## src/rtl/countdown_timer_core.sv

```systemverilog
// Programmable up/down HH:MM:SS-style BCD timer with prescaler, pause and sticky alarm.
// Optional ALARM_BLINK_EN: half-second blink of alarm while in DONE.
module countdown_timer_core #(
  parameter int TICKS_PER_SEC = 10000,
  parameter int NUM_PAIRS     = 3
) (
  input  logic                   clk,
  input  logic                   rst,
  input  logic                   load,
  input  logic [8*NUM_PAIRS-1:0] preset_bcd,
  input  logic                   mode,
  input  logic                   start,
  input  logic                   pause,
  input  logic                   clear,
  output logic [8*NUM_PAIRS-1:0] digits_bcd,
  output logic                   running,
  output logic                   paused,
  output logic                   alarm,
  output logic                   alarm_blink,
  output logic                   load_err
);

  localparam int PW = $clog2(TICKS_PER_SEC);
  localparam int DW = 8 * NUM_PAIRS;

  typedef enum logic [1:0] {IDLE, RUN, PAUSE, DONE} state_t;

  state_t          state, state_n;
  logic [PW-1:0]   presc;
  logic [DW-1:0]   preset, cnt;
  logic            mode_q;

  function automatic logic [DW-1:0] bcd_dec(input logic [DW-1:0] v);
    logic [DW-1:0] r;
    logic          b;
    logic [3:0]    o, t;
    r = '0;
    b = 1'b1;
    for (int p = 0; p < NUM_PAIRS; p++) begin
      o = v[8*p +: 4];
      t = v[8*p+4 +: 4];
      if (b) begin
        if (o != 4'd0) begin
          o = o - 4'd1;
          b = 1'b0;
        end else begin
          o = 4'd9;
          if (t != 4'd0) begin
            t = t - 4'd1;
            b = 1'b0;
          end else begin
            t = 4'd5;
          end
        end
      end
      r[8*p +: 8] = {t, o};
    end
    return r;
  endfunction

  function automatic logic [DW-1:0] bcd_inc(input logic [DW-1:0] v);
    logic [DW-1:0] r;
    logic          c;
    logic [3:0]    o, t;
    r = '0;
    c = 1'b1;
    for (int p = 0; p < NUM_PAIRS; p++) begin
      o = v[8*p +: 4];
      t = v[8*p+4 +: 4];
      if (c) begin
        if (o != 4'd9) begin
          o = o + 4'd1;
          c = 1'b0;
        end else begin
          o = 4'd0;
          if (t != 4'd5) begin
            t = t + 4'd1;
            c = 1'b0;
          end else begin
            t = 4'd0;
          end
        end
      end
      r[8*p +: 8] = {t, o};
    end
    return r;
  endfunction

  function automatic logic bcd_ok(input logic [DW-1:0] v);
    logic ok;
    ok = 1'b1;
    for (int p = 0; p < NUM_PAIRS; p++) begin
      if (v[8*p +: 4] > 4'd9 || v[8*p+4 +: 4] > 4'd5) ok = 1'b0;
    end
    return ok;
  endfunction

  logic          idle_done, sec_tick, tick_done;
  logic          do_load, do_start, do_pause;
  logic [DW-1:0] cnt_next;

  // Priority masking: clear > load > start > pause
  assign do_load   = !clear && load;
  assign do_start  = !clear && !load && start;
  assign do_pause  = !clear && !load && !start && pause;
  assign idle_done = (state == IDLE) || (state == DONE);
  assign sec_tick  = (state == RUN) && (presc == PW'(TICKS_PER_SEC - 1));
  assign cnt_next  = mode_q ? bcd_dec(cnt) : bcd_inc(cnt);
  assign tick_done = sec_tick &&
                     (mode_q ? (cnt_next == '0) : (cnt_next == preset));

  always_ff @(posedge clk or posedge rst) begin
    if (rst) state <= IDLE;
    else     state <= state_n;
  end

  always_comb begin
    state_n = state;
    if (clear) begin
      state_n = IDLE;
    end else if (do_start && idle_done) begin
      state_n = (preset == '0) ? DONE : RUN;
    end else if (tick_done) begin
      state_n = DONE;
    end else if (do_pause && state == RUN) begin
      state_n = PAUSE;
    end else if (do_pause && state == PAUSE) begin
      state_n = RUN;
    end
  end

  always_comb begin
    running = 1'b0;
    paused  = 1'b0;
    unique case (state)
      RUN:     running = 1'b1;
      PAUSE:   paused  = 1'b1;
      default: ;
    endcase
  end

  always_ff @(posedge clk or posedge rst) begin
    if (rst) begin
      presc    <= '0;
      preset   <= '0;
      cnt      <= '0;
      mode_q   <= 1'b0;
      alarm    <= 1'b0;
      load_err <= 1'b0;
    end else begin
      load_err <= 1'b0;
      if (clear) begin
        cnt   <= '0;
        presc <= '0;
        alarm <= 1'b0;
      end else if (do_load && idle_done) begin
        if (bcd_ok(preset_bcd)) preset   <= preset_bcd;
        else                    load_err <= 1'b1;
      end else if (do_start && idle_done) begin
        mode_q <= mode;
        presc  <= '0;
        alarm  <= (preset == '0);
        cnt    <= mode ? preset : '0;
      end else if (state == RUN) begin
        presc <= sec_tick ? '0 : presc + PW'(1);
        if (sec_tick)  cnt   <= cnt_next;
        if (tick_done) alarm <= 1'b1;
      end
    end
  end

  assign digits_bcd = cnt;

`ifdef ALARM_BLINK_EN
  localparam int HALF = TICKS_PER_SEC / 2;
  localparam int HW   = $clog2(HALF + 1);

  logic [HW-1:0] half_cnt;
  logic          blink;

  // Blink restarts high on every DONE entry, then toggles each half second
  always_ff @(posedge clk or posedge rst) begin
    if (rst) begin
      half_cnt <= '0;
      blink    <= 1'b0;
    end else if (state_n != DONE) begin
      half_cnt <= '0;
      blink    <= 1'b0;
    end else if (state != DONE) begin
      half_cnt <= '0;
      blink    <= 1'b1;
    end else if (half_cnt == HW'(HALF - 1)) begin
      half_cnt <= '0;
      blink    <= ~blink;
    end else begin
      half_cnt <= half_cnt + HW'(1);
    end
  end

  assign alarm_blink = blink;
`else
  assign alarm_blink = alarm;
`endif

endmodule

```

## config.mk

```make
export PLATFORM = sky130hd
export DESIGN_NAME = countdown_timer_core
export DESIGN_NICKNAME = d
export VERILOG_FILES = /design/src/rtl/countdown_timer_core.sv
export SDC_FILE = /design/constraint.sdc
export NUM_CORES = 1
export LEC_CHECK = 0
export CORE_MARGIN = 2
export CORE_UTILIZATION = 44
export DETAILED_ROUTE_END_ITERATION = 10
export HOLD_SLACK_MARGIN = 0.08
export MAX_ROUTING_LAYER = met4
export PLACE_DENSITY_LB_ADDON = 0.1
export SYNTH_ARGS = -nofsm -noshare
export SYNTH_HDL_FRONTEND = slang
export SYNTH_SLANG_ARGS = --single-unit
```

## constraint.sdc

```tcl
create_clock -name clk -period 4 [get_ports clk]
set_input_delay 1.2 -clock clk [delete_from_list [all_inputs] [get_ports clk]]
set_output_delay 1.2 -clock clk [all_outputs]
set_load 0.005 [all_outputs]
```

==> summary.md, run 1 <==
| Metric | Value |
|---|---|
| First-pass GRT wire length | 33300 µm |
| R2R cell count | 10 |
| Worst-path clk slew | 0.07 ns |
| Final WS setup | 0.270 ns |
| Via count | 6378 |
| 1st-iter DRT viols | 735 |
| PD cells | 601 nW/µm² |
| Slowest-stage cell, CP | or4b_1 |
| R2r setup slk | 0.27 ns |
| Clock Latency Late Sink | 0.35 ns |
| Crit path launch type | flop |
| CTS tree | built |
| FF+latch area | 1680 µm² |
| Type of the most critical hold path | flop to flop |
| Vert. Die Dim | 119 µm |
| Async SR Flop Fraction | 1.00 |
| Tcrit/Tclk final | 0.932 |
| Avg WL per Cell | 22.1 µm |
| Max-Cap Viols | 0 |
| Area Growth Syn to Fin | 22.3% |
| CP Capture Point | state[1] |
| Sequential fraction of the synthesis area | 0.288 |
| Multi-input gate area | 3860 µm² |
| Dpl ws | 0.338 ns |
| DRC viols | 0 |
| Top cell type's share of synthesized area | 0.288 |
| Syn nets | 764 |
| Yosys cell types | 79 |
| Worst Tran Pin Value | 1.08 ns |
| Core Area | 13100 µm² |
| Setup CP Type | flop to flop |
| DP HPWL | 16200 µm |
| Crit-path max FO | 6 |
| Chip Width | 119 µm |
| ANT nets after route | 0 |
| Vias in the first global route | 5875 |
| Largest area contributor in the netlist | dfrtp_1 |
| Sum Neg Setup Slack | 0 ns |
| IO Port Bufs | 59 |
| Gr usage total | 0.314 |
| Final net count | 827 |
| Crit-path max cell delay | 0.52 ns |
| Syn Std Cell Area | 5830 µm² |
| Sink Count | 67 |
| Post-synthesis cell count | 724 |
| Seq cells post-synth | 67 |
| Postcts setup bufs | 0 |
| Number of synthesized flops with an enable pin | 0 |
| Leak Pwr | 3.00 nW |
| Largest net degree at the start of global routing | 46 |
| Grt ovf | 0 |
| Number of fill cells in the layout | 1258 |
| Hold Slack | 0.508 ns |
| Clk root buf | clkbuf_16 |
| Initial Util | 0.445 |
| Initial antenna violation count | 0 |
| FP Rows | 42 |
| Critical R2R Capture | state[1] |
| Critical Path AT | 3.97 ns |
| Slew HR | 0.281 |
| FF-to-FF Start | digits_bcd[17] |
| Proportion of layout cells with a drive suffix above 1 | 0.126 |
| FMAX | 0.268 GHz |
| Ports | 60 |
| CTS Buf Count | 9 |
| Setup Skew | 0.0130 ns |
| Final non-filler cell area | 7130 µm² |
| Placed Instance Area | 6780 µm² |
| Syn Area/Cell | 8.05 µm² |
| Fin crit period | 3.73 ns |
| Final Slew Violations | 0 |
| Main flop type after synthesis | dfrtp_1 |
| TritonRoute pass-1 iters | 6 |
| Antenna fix cells | 0 |
| Max VDD drop | 0.000318 V |
| Synth warn | 0 |
| H-tree levels | 3 |
| Critical path data required time | 4.24 ns |
| Vias per inst | 6.60 |
| Synth top area cells | dfrtp_1 29%, o21ai_0 4.4%, nor2_1 4.0%, mux2_2 3.9%, nand2_1 3.3% |
| Final core area utilization | 0.545 |
| Clk buf depth | 2 |
| Final Hold Vio Count | 0 |
| Die area | 14200 µm² |
| Most used cell, CP | or4b_1 |
| Cell chain of the critical path | inv_1 -> ha_1 -> or3b_1 -> or4b_1 -> or2_1 -> o311ai_1 -> or4b_1 -> nor4b_2 -> a41oi_1 -> a41o_1 |
| Run status | complete, no violations |
| Placer Congestion | 1.01 |
| CP startpoint | digits_bcd[17] |
| RSZ-0062 raised after global routing | no |
| Routed WL | 21400 µm |
| Hold depth | 1 |
| Endpoints failing setup | 0 |
| Critical Path Sink Type | flop |
## synthesized netlist by cell type (5+ instances only)
library cell  instances
ha_1                  9
a31oi_1              16
a211oi_1              5
or4_1                 6
xnor2_1              14
nand3_1              26
nor2_1               62
nand3b_1              8
mux2i_1               9
and3_1               20
and2_1                7
clkbuf_1             47
a22o_1                5
o22ai_1              13
xor2_1               14
nor4_1               20
nand4b_1              8
nand4_1              24
a21o_1                5
nor2b_1              18
o21ai_0              51
a21oi_1              28
a41oi_1               5
nor3_1               21
nor4bb_1              8
inv_1                20
dfrtp_1              67
a32oi_1               6
o211ai_1              6
or3_1                 9
nand2b_1             11
mux2_2               20
nand2_1              51
nor3b_1               5
## cells in the final DEF, fill, tap and decap left out, types with 6 or more instances in the layout
master           count
nand2_1             51
and3_1              20
ha_1                 9
nand4_1             24
buf_4               47
inv_1               19
nor4_1              20
o21ai_0             51
nand4b_1             8
xor2_1              14
nor2b_1             18
xnor2_1             14
clkdlybuf4s50_1     59
mux2_2              20
nand3b_1             8
o211ai_1             6
a21oi_1             28
o22ai_1             13
nor4bb_1             8
or4_1                6
mux2i_1              9
nor3_1              20
clkbuf_16            9
a32oi_1              6
and2_1               7
nand3_1             26
a31oi_1             16
nand2b_1            11
or3_1                9
nor2_1              61
dfrtp_1             67
## per-stage QoR
step / std cells / total power, W
floorplan: 724 / 0.00240
global placement: 952 / 0.00321
detailed placement: 952 / 0.00323
CTS: 967 / 0.00422
global route: 967 / 0.00450
finish: 967 / 0.00429
## worst max-delay path, delay by kind of cell, from the launching register on
kind / cells / cell delay (ns)
and+or+nand+nor: 5 / 1.97
DFF: 1 / 0.44
adders and majority gates: 1 / 0.27
buffers and inverters: 1 / 0.14
AOI/OAI and AO/OA: 3 / 0.79
## per-layer routing
metal / wire [µm] / GRT usage / up-vias
met1: 9150 / 0.431 / 3076
met3: 1990 / 0.0489 / 56
met5: 0 / - / -
met4: 867 / 0.141 / 0
met2: 9410 / 0.459 / 375
li1: - / - / 2871
## flip-flops by register name, indices dropped and copies added (netlist names)
| signal | cells |
|---|---|
| mode_q | 1 |
| presc | 14 |
| digits_bcd | 24 |
| state | 2 |
| load_err | 1 |
| preset | 24 |
| alarm | 1 |
## repair_timing
item,4_1_cts,5_1_grt
endpoints found under the setup margin,0,1
resized for setup,0,1
hold buffers,0,0
## layout make-up
cell class	instances	share of cell area
Multi-Input combinational cell	583	0.542
Sequential cell	67	0.235
Timing Repair Buffer	106	0.132
Clock buffer	11	0.0355
Tap cell	176	0.0309
Clock inverter	4	0.0137
Inverter	20	0.0105
## power by group
part / switching [W] / total, W / leakage [nW] / internal [W]
logic: 0.00133 / 0.00234 / 1.94 / 0.00101
registers: 0.000214 / 0.000977 / 0.901 / 0.000763
clock network: 0.000334 / 0.000975 / 0.168 / 0.000640
total: 0.00188 / 0.00429 / 3.00 / 0.00241
## kinds of logic after synthesis
family	share of synthesized area
AND/OR/NAND/NOR	0.319
AO/OA/AOI/OAI	0.217
buffers and inverters	0.0509
adder cells (fa/ha/maj)	0.0193
flip-flops	0.288
multiplexers	0.0567
XOR/XNOR	0.0498
## worst min path at each step
stage	to	slack, ns	start
after detailed placement	presc[3]	0.49	presc[3]
final	presc[3]	0.51	presc[3]
after global routing	presc[3]	0.57	presc[3]
after CTS	presc[3]	0.50	presc[3]
after global placement	presc[3]	0.49	presc[3]
after floorplan	presc[3]	0.45	presc[3]
No activity file was read; power rests on OpenSTA's default activity.
==> run 2: changes to the inputs <==
Settings changed: CORE_ASPECT_RATIO set to 0.75, CORE_UTILIZATION 44 to 55.
==> summary.md, run 2 (synthesized netlist as in run 1, its figures left out) <==
| Metric | Value |
|---|---|
| Switching part of the total power | 0.457 |
| Int Pwr | 0.00229 W |
| Final Hold Vio Count | 0 |
| Routed WL | 22300 µm |
| Final Slew Violations | 0 |
| Most frequent cells in the layout | 67 x dfrtp_1, 61 x nor2_1, 59 x clkdlybuf4s50_1 |
| Initial antenna violation count | 0 |
| Final core area utilization | 0.683 |
| IO Port Bufs | 59 |
| Via count | 6528 |
| Largest net degree at the start of global routing | 68 |
| Core Area | 10300 µm² |
| Endpoints failing setup | 0 |
| Critical Path AT | 4.05 ns |
| Leak Pwr | 2.97 nW |
| Area Growth Syn to Fin | 20.6% |
| FP Rows | 32 |
| Worst Tran Pin Value | 0.711 ns |
| CTS Hold Bufs | 0 |
| Sink Count | 67 |
| Cell Count, Final, Fillers Out | 924 |
| H-tree levels | 3 |
| TritonRoute pass-1 iters | 6 |
| Critical Path Sink Type | flop |
| Antenna fix cells | 0 |
| Clk buf depth | 2 |
| Vias in the first global route | 6018 |
| Tcrit/Tclk final | 0.954 |
| Die area | 11400 µm² |
| CTS Buf Count | 9 |
| Clk root buf | clkbuf_16 |
| PD cells | 600 nW/µm² |
| Placer Congestion | 1.03 |
| Final non-filler cell area | 7030 µm² |
| Setup Skew | 0.00624 ns |
| Ports | 60 |
| Gr usage total | 0.414 |
| Crit path launch type | flop |
| Number of fill cells in the layout | 788 |
| Critical path data required time | 4.23 ns |
| FMAX | 0.262 GHz |
| Vias per inst | 7.06 |
| Leading cell type in the layout, fill and taps excluded | dfrtp_1 |
| DP HPWL | 16500 µm |
| Placed Instance Area | 6710 µm² |
| First-pass GRT wire length | 34600 µm |
| Grt ovf | 0 |
| P_sw | 0.00193 W |
| Slew HR | 0.521 |
| Final net count | 823 |
| CTS tree | built |
| Avg WL per Cell | 24.2 µm |
| Worst-path clk slew | 0.06 ns |
| 1st-iter DRT viols | 1215 |
| Chip Width | 123 µm |
| Initial Util | 0.567 |
| Inst Count DP | 908 |
| Type of the most critical hold path | flop to flop |
| Proportion of layout cells with a drive suffix above 1 | 0.124 |
| Sum Neg Setup Slack | 0 ns |
| Max-Cap Viols | 0 |
| DRC viols | 0 |
| Vert. Die Dim | 93.2 µm |
| RSZ-0062 raised after global routing | no |
| Hold Slack | 0.523 ns |
| Setup CP Type | flop to flop |
| ANT nets after route | 0 |
| Clock share of power | 0.203 |
| Run status | complete, no violations |
| Clock Latency Late Sink | 0.34 ns |
| Crit-path max FO | 12 |
| Max VDD drop | 0.000321 V |
| Sequential share of power | 0.224 |
| Comb power frac | 0.574 |
| Fin crit period | 3.82 ns |
## run 2: path summary, 6_finish.rpt
path / from / end / slack, ns / depth (start not counted)
max: digits_bcd[0] / state[1] / 0.18 / 11
min: presc[3] / presc[3] / 0.52 / 1
max reg2reg: digits_bcd[0] / state[1] / 0.18 / 11
min reg2reg: presc[3] / presc[3] / 0.52 / 1
max in group asynchronous: rst / preset[0] / 2.44 / 3
min in group asynchronous: rst / preset[18] / 1.27 / 3
## run 2: what timing repair did
action | CTS | global route
resized for setup | 0 | 2
setup buffers | 0 | 0
endpoints found under the setup margin | 0 | 1
## run 2: metrics by stage
step                      setup WS (ns)  power [W]
final                             0.182    0.00422
after global routing             0.0100    0.00440
after CTS                         0.271    0.00410
after detailed placement          0.301    0.00324
after global placement            0.294    0.00322
after floorplan                   0.362    0.00240
## run 2: power groups by stage
stage | Clock [W] | Sequential (W) | Combinational (W)
final | 0.000855 | 0.000943 | 0.00242
after global routing | 0.000878 | 0.000956 | 0.00257
after CTS | 0.000851 | 0.000930 | 0.00232
after detailed placement | 0 | 0.000941 | 0.00230
after global placement | 0 | 0.000933 | 0.00229
after floorplan | 0 | 0.000867 | 0.00153
## run 2: routing by layer
| metal | share of wire | track usage |
|---|---|---|
| met3 | 0.13 | 0.0909 |
| met4 | 0.028 | 0.124 |
| met2 | 0.43 | 0.598 |
| met5 | 0 | - |
| met1 | 0.41 | 0.581 |
## run 2: worst max-delay path, stage by stage (launching register included)
cell and delay [ns]:
dfrtp_1 0.50, inv_1 0.14, ha_1 0.31, nand2_1 0.28, o21ai_0 0.35, xor2_1 0.33, nor2_1 0.11, nor4_1 0.62
nand3_1 0.13, nor4_1 0.40, a41oi_1 0.28, a41o_1 0.27
## run 2: final cells by class
cell class	instances	area (µm²)	area share
multi-input cells	583	3870	0.551
inverters	20	75.1	0.0107
repair buffers	102	926	0.132
clock inverters	6	72.6	0.0103
well taps	136	170	0.0242
flip-flops and latches	67	1680	0.239
clock buffers	10	239	0.0340
==> run 3: changes to the inputs <==
Settings changed: PLACE_DENSITY_LB_ADDON 0.1 to 0.2.
==> summary.md, run 3 (synthesized netlist as in run 1, its figures left out) <==
| Metric | Value |
|---|---|
| Placer Congestion | 1.12 |
| RSZ-0062 raised after global routing | no |
| Endpoints failing setup | 0 |
| Routed WL | 22900 µm |
| ANT nets after route | 0 |
| Number of fill cells in the layout | 801 |
| Postcts setup bufs | 0 |
| Crit-path leading delay family | simple AND/OR/NAND/NOR gates |
| Cell Count, Final, Fillers Out | 928 |
| Final Hold Vio Count | 0 |
| Ports | 60 |
| Grt ovf | 0 |
| Worst Tran Pin Value | 1.09 ns |
| TritonRoute pass-1 iters | 9 |
| Max VDD drop | 0.000342 V |
| Vias in the first global route | 6232 |
| DP HPWL | 17000 µm |
| IO Port Bufs | 59 |
| Fin crit period | 3.95 ns |
| Run status | complete, no violations |
| FMAX | 0.253 GHz |
| Slowest-stage cell, CP | nor4_1 |
| Cell chain of the critical path | buf_4 -> or3_1 -> nor4_1 -> buf_4 -> o2111ai_1 -> a221o_1 -> xnor2_1 -> nor3_1 -> nor4b_2 -> a41oi_1 -> a211oi_1 |
| Critical Path AT | 4.20 ns |
| Proportion of layout cells with a drive suffix above 1 | 0.129 |
| Clock Latency Late Sink | 0.35 ns |
| Crit path launch type | flop |
| Max-Cap Viols | 0 |
| Setup Skew | 0.00657 ns |
| Crit-path max cell delay | 0.67 ns |
| Sum Neg Setup Slack | 0 ns |
| Antenna fix cells | 0 |
| Most frequent cells in the layout | 67 x dfrtp_1, 61 x nor2_1, 59 x clkdlybuf4s50_1 |
| Clk buf depth | 2 |
| Tcrit/Tclk final | 0.987 |
| Area Growth Syn to Fin | 21.2% |
| Dpl ws | 0.182 ns |
| Die area | 11400 µm² |
| Final Power | 0.00424 W |
| Clk root buf | clkbuf_16 |
| PD cells | 601 nW/µm² |
| Vert. Die Dim | 93.2 µm |
| Buffer and inverter count on the worst path | 2 |
| Via count | 6762 |
| Gr usage total | 0.427 |
| Final non-filler cell area | 7060 µm² |
| Avg WL per Cell | 24.6 µm |
| Initial antenna violation count | 0 |
| CTS Buf Count | 9 |
| Critical path data required time | 4.25 ns |
| Crit-path max FO | 10 |
| Leak Pwr | 2.99 nW |
| Leading cell type in the layout, fill and taps excluded | dfrtp_1 |
| Core Area | 10300 µm² |
| 1st-iter DRT viols | 1424 |
| First-pass GRT wire length | 35700 µm |
| Final net count | 827 |
| Initial Util | 0.567 |
| Vias per inst | 7.29 |
| Multi-input gate area | 3870 µm² |
| Sink Count | 67 |
| Placed Instance Area | 6750 µm² |
| Setup CP Type | flop to flop |
| CTS tree | built |
| Most used cell, CP | buf_4 |
| Final WS setup | 0.0515 ns |
| Largest net degree at the start of global routing | 68 |
| H-tree levels | 3 |
| FF+latch area | 1680 µm² |
| Critical Path Sink Type | flop |
| Final Slew Violations | 0 |
| Type of the most critical hold path | flop to flop |
| Slew HR | 0.272 |
| Inst Count DP | 912 |
| Worst-path clk slew | 0.06 ns |
| FP Rows | 32 |
| DRC viols | 0 |
| Chip Width | 123 µm |
==> run 3: cell types whose count changed in the layout (fill, tap and decap cells not counted), sizes merged <==
cell,before,now
buf,43,47
==> run 3: cell type report <==
| type | count | area share |
|---|---|---|
| sequential | 67 | 0.237 |
| multi-input combinational | 583 | 0.548 |
| clock inverter | 6 | 0.0103 |
| clock buffer | 10 | 0.0324 |
| timing repair buffer | 106 | 0.137 |
| tap | 136 | 0.0241 |
| inverter | 20 | 0.0106 |
==> run 3: worst register-to-register path, delay by kind of cell, from the launching register on <==
family | cells | cell delay (ns)
and+or+nand+nor | 4 | 1.60
DFF | 1 | 0.47
buffers and inverters | 2 | 0.51
AOI/OAI and AO/OA | 4 | 1.10
xor gates and xnor gates | 1 | 0.18
==> run 3: power breakdown <==
group	leakage, nW	internal [W]	switching (W)	total [W]
sequential	0.901	0.000762	0.000215	0.000977
combinational	1.94	0.00103	0.00139	0.00243
clock	0.144	0.000490	0.000351	0.000841
==> run 3: layer usage <==
layer / part of all wire / track usage / vias up / wire [µm]
met3: 0.14 / 0.0915 / 93 / 3270
li1: - / - / 2881 / -
met1: 0.40 / 0.613 / 3205 / 9180
met2: 0.42 / 0.605 / 583 / 9710
met5: 0 / - / - / 0
met4: 0.031 / 0.122 / 0 / 705
==> run 3: path summary, 6_finish.rpt <==
check	startpoint	to	slack, ns	depth (start not counted)
max reg2reg	digits_bcd[7]	alarm	0.05	11
min	presc[3]	presc[3]	0.52	1
max	digits_bcd[7]	alarm	0.05	11
min in group asynchronous	rst	preset[18]	1.26	3
max in group asynchronous	rst	digits_bcd[0]	2.43	3
min reg2reg	presc[3]	presc[3]	0.52	1
==> run 3: repair_timing <==
action                                  CTS  global route
endpoints found under the setup margin    0             2
endpoints found under the hold margin     0             0
resized for setup                         0             3
hold buffers                              0             0
==> run 3: metrics by stage <==
stage	utilization	hold slack (ns)
2_1_floorplan	-	0.451
3_3_place_gp	0.656	0.481
3_5_place_dp	0.656	0.485
4_1_cts	0.685	0.515
5_1_grt	0.687	0.555
6_report	0.687	0.517
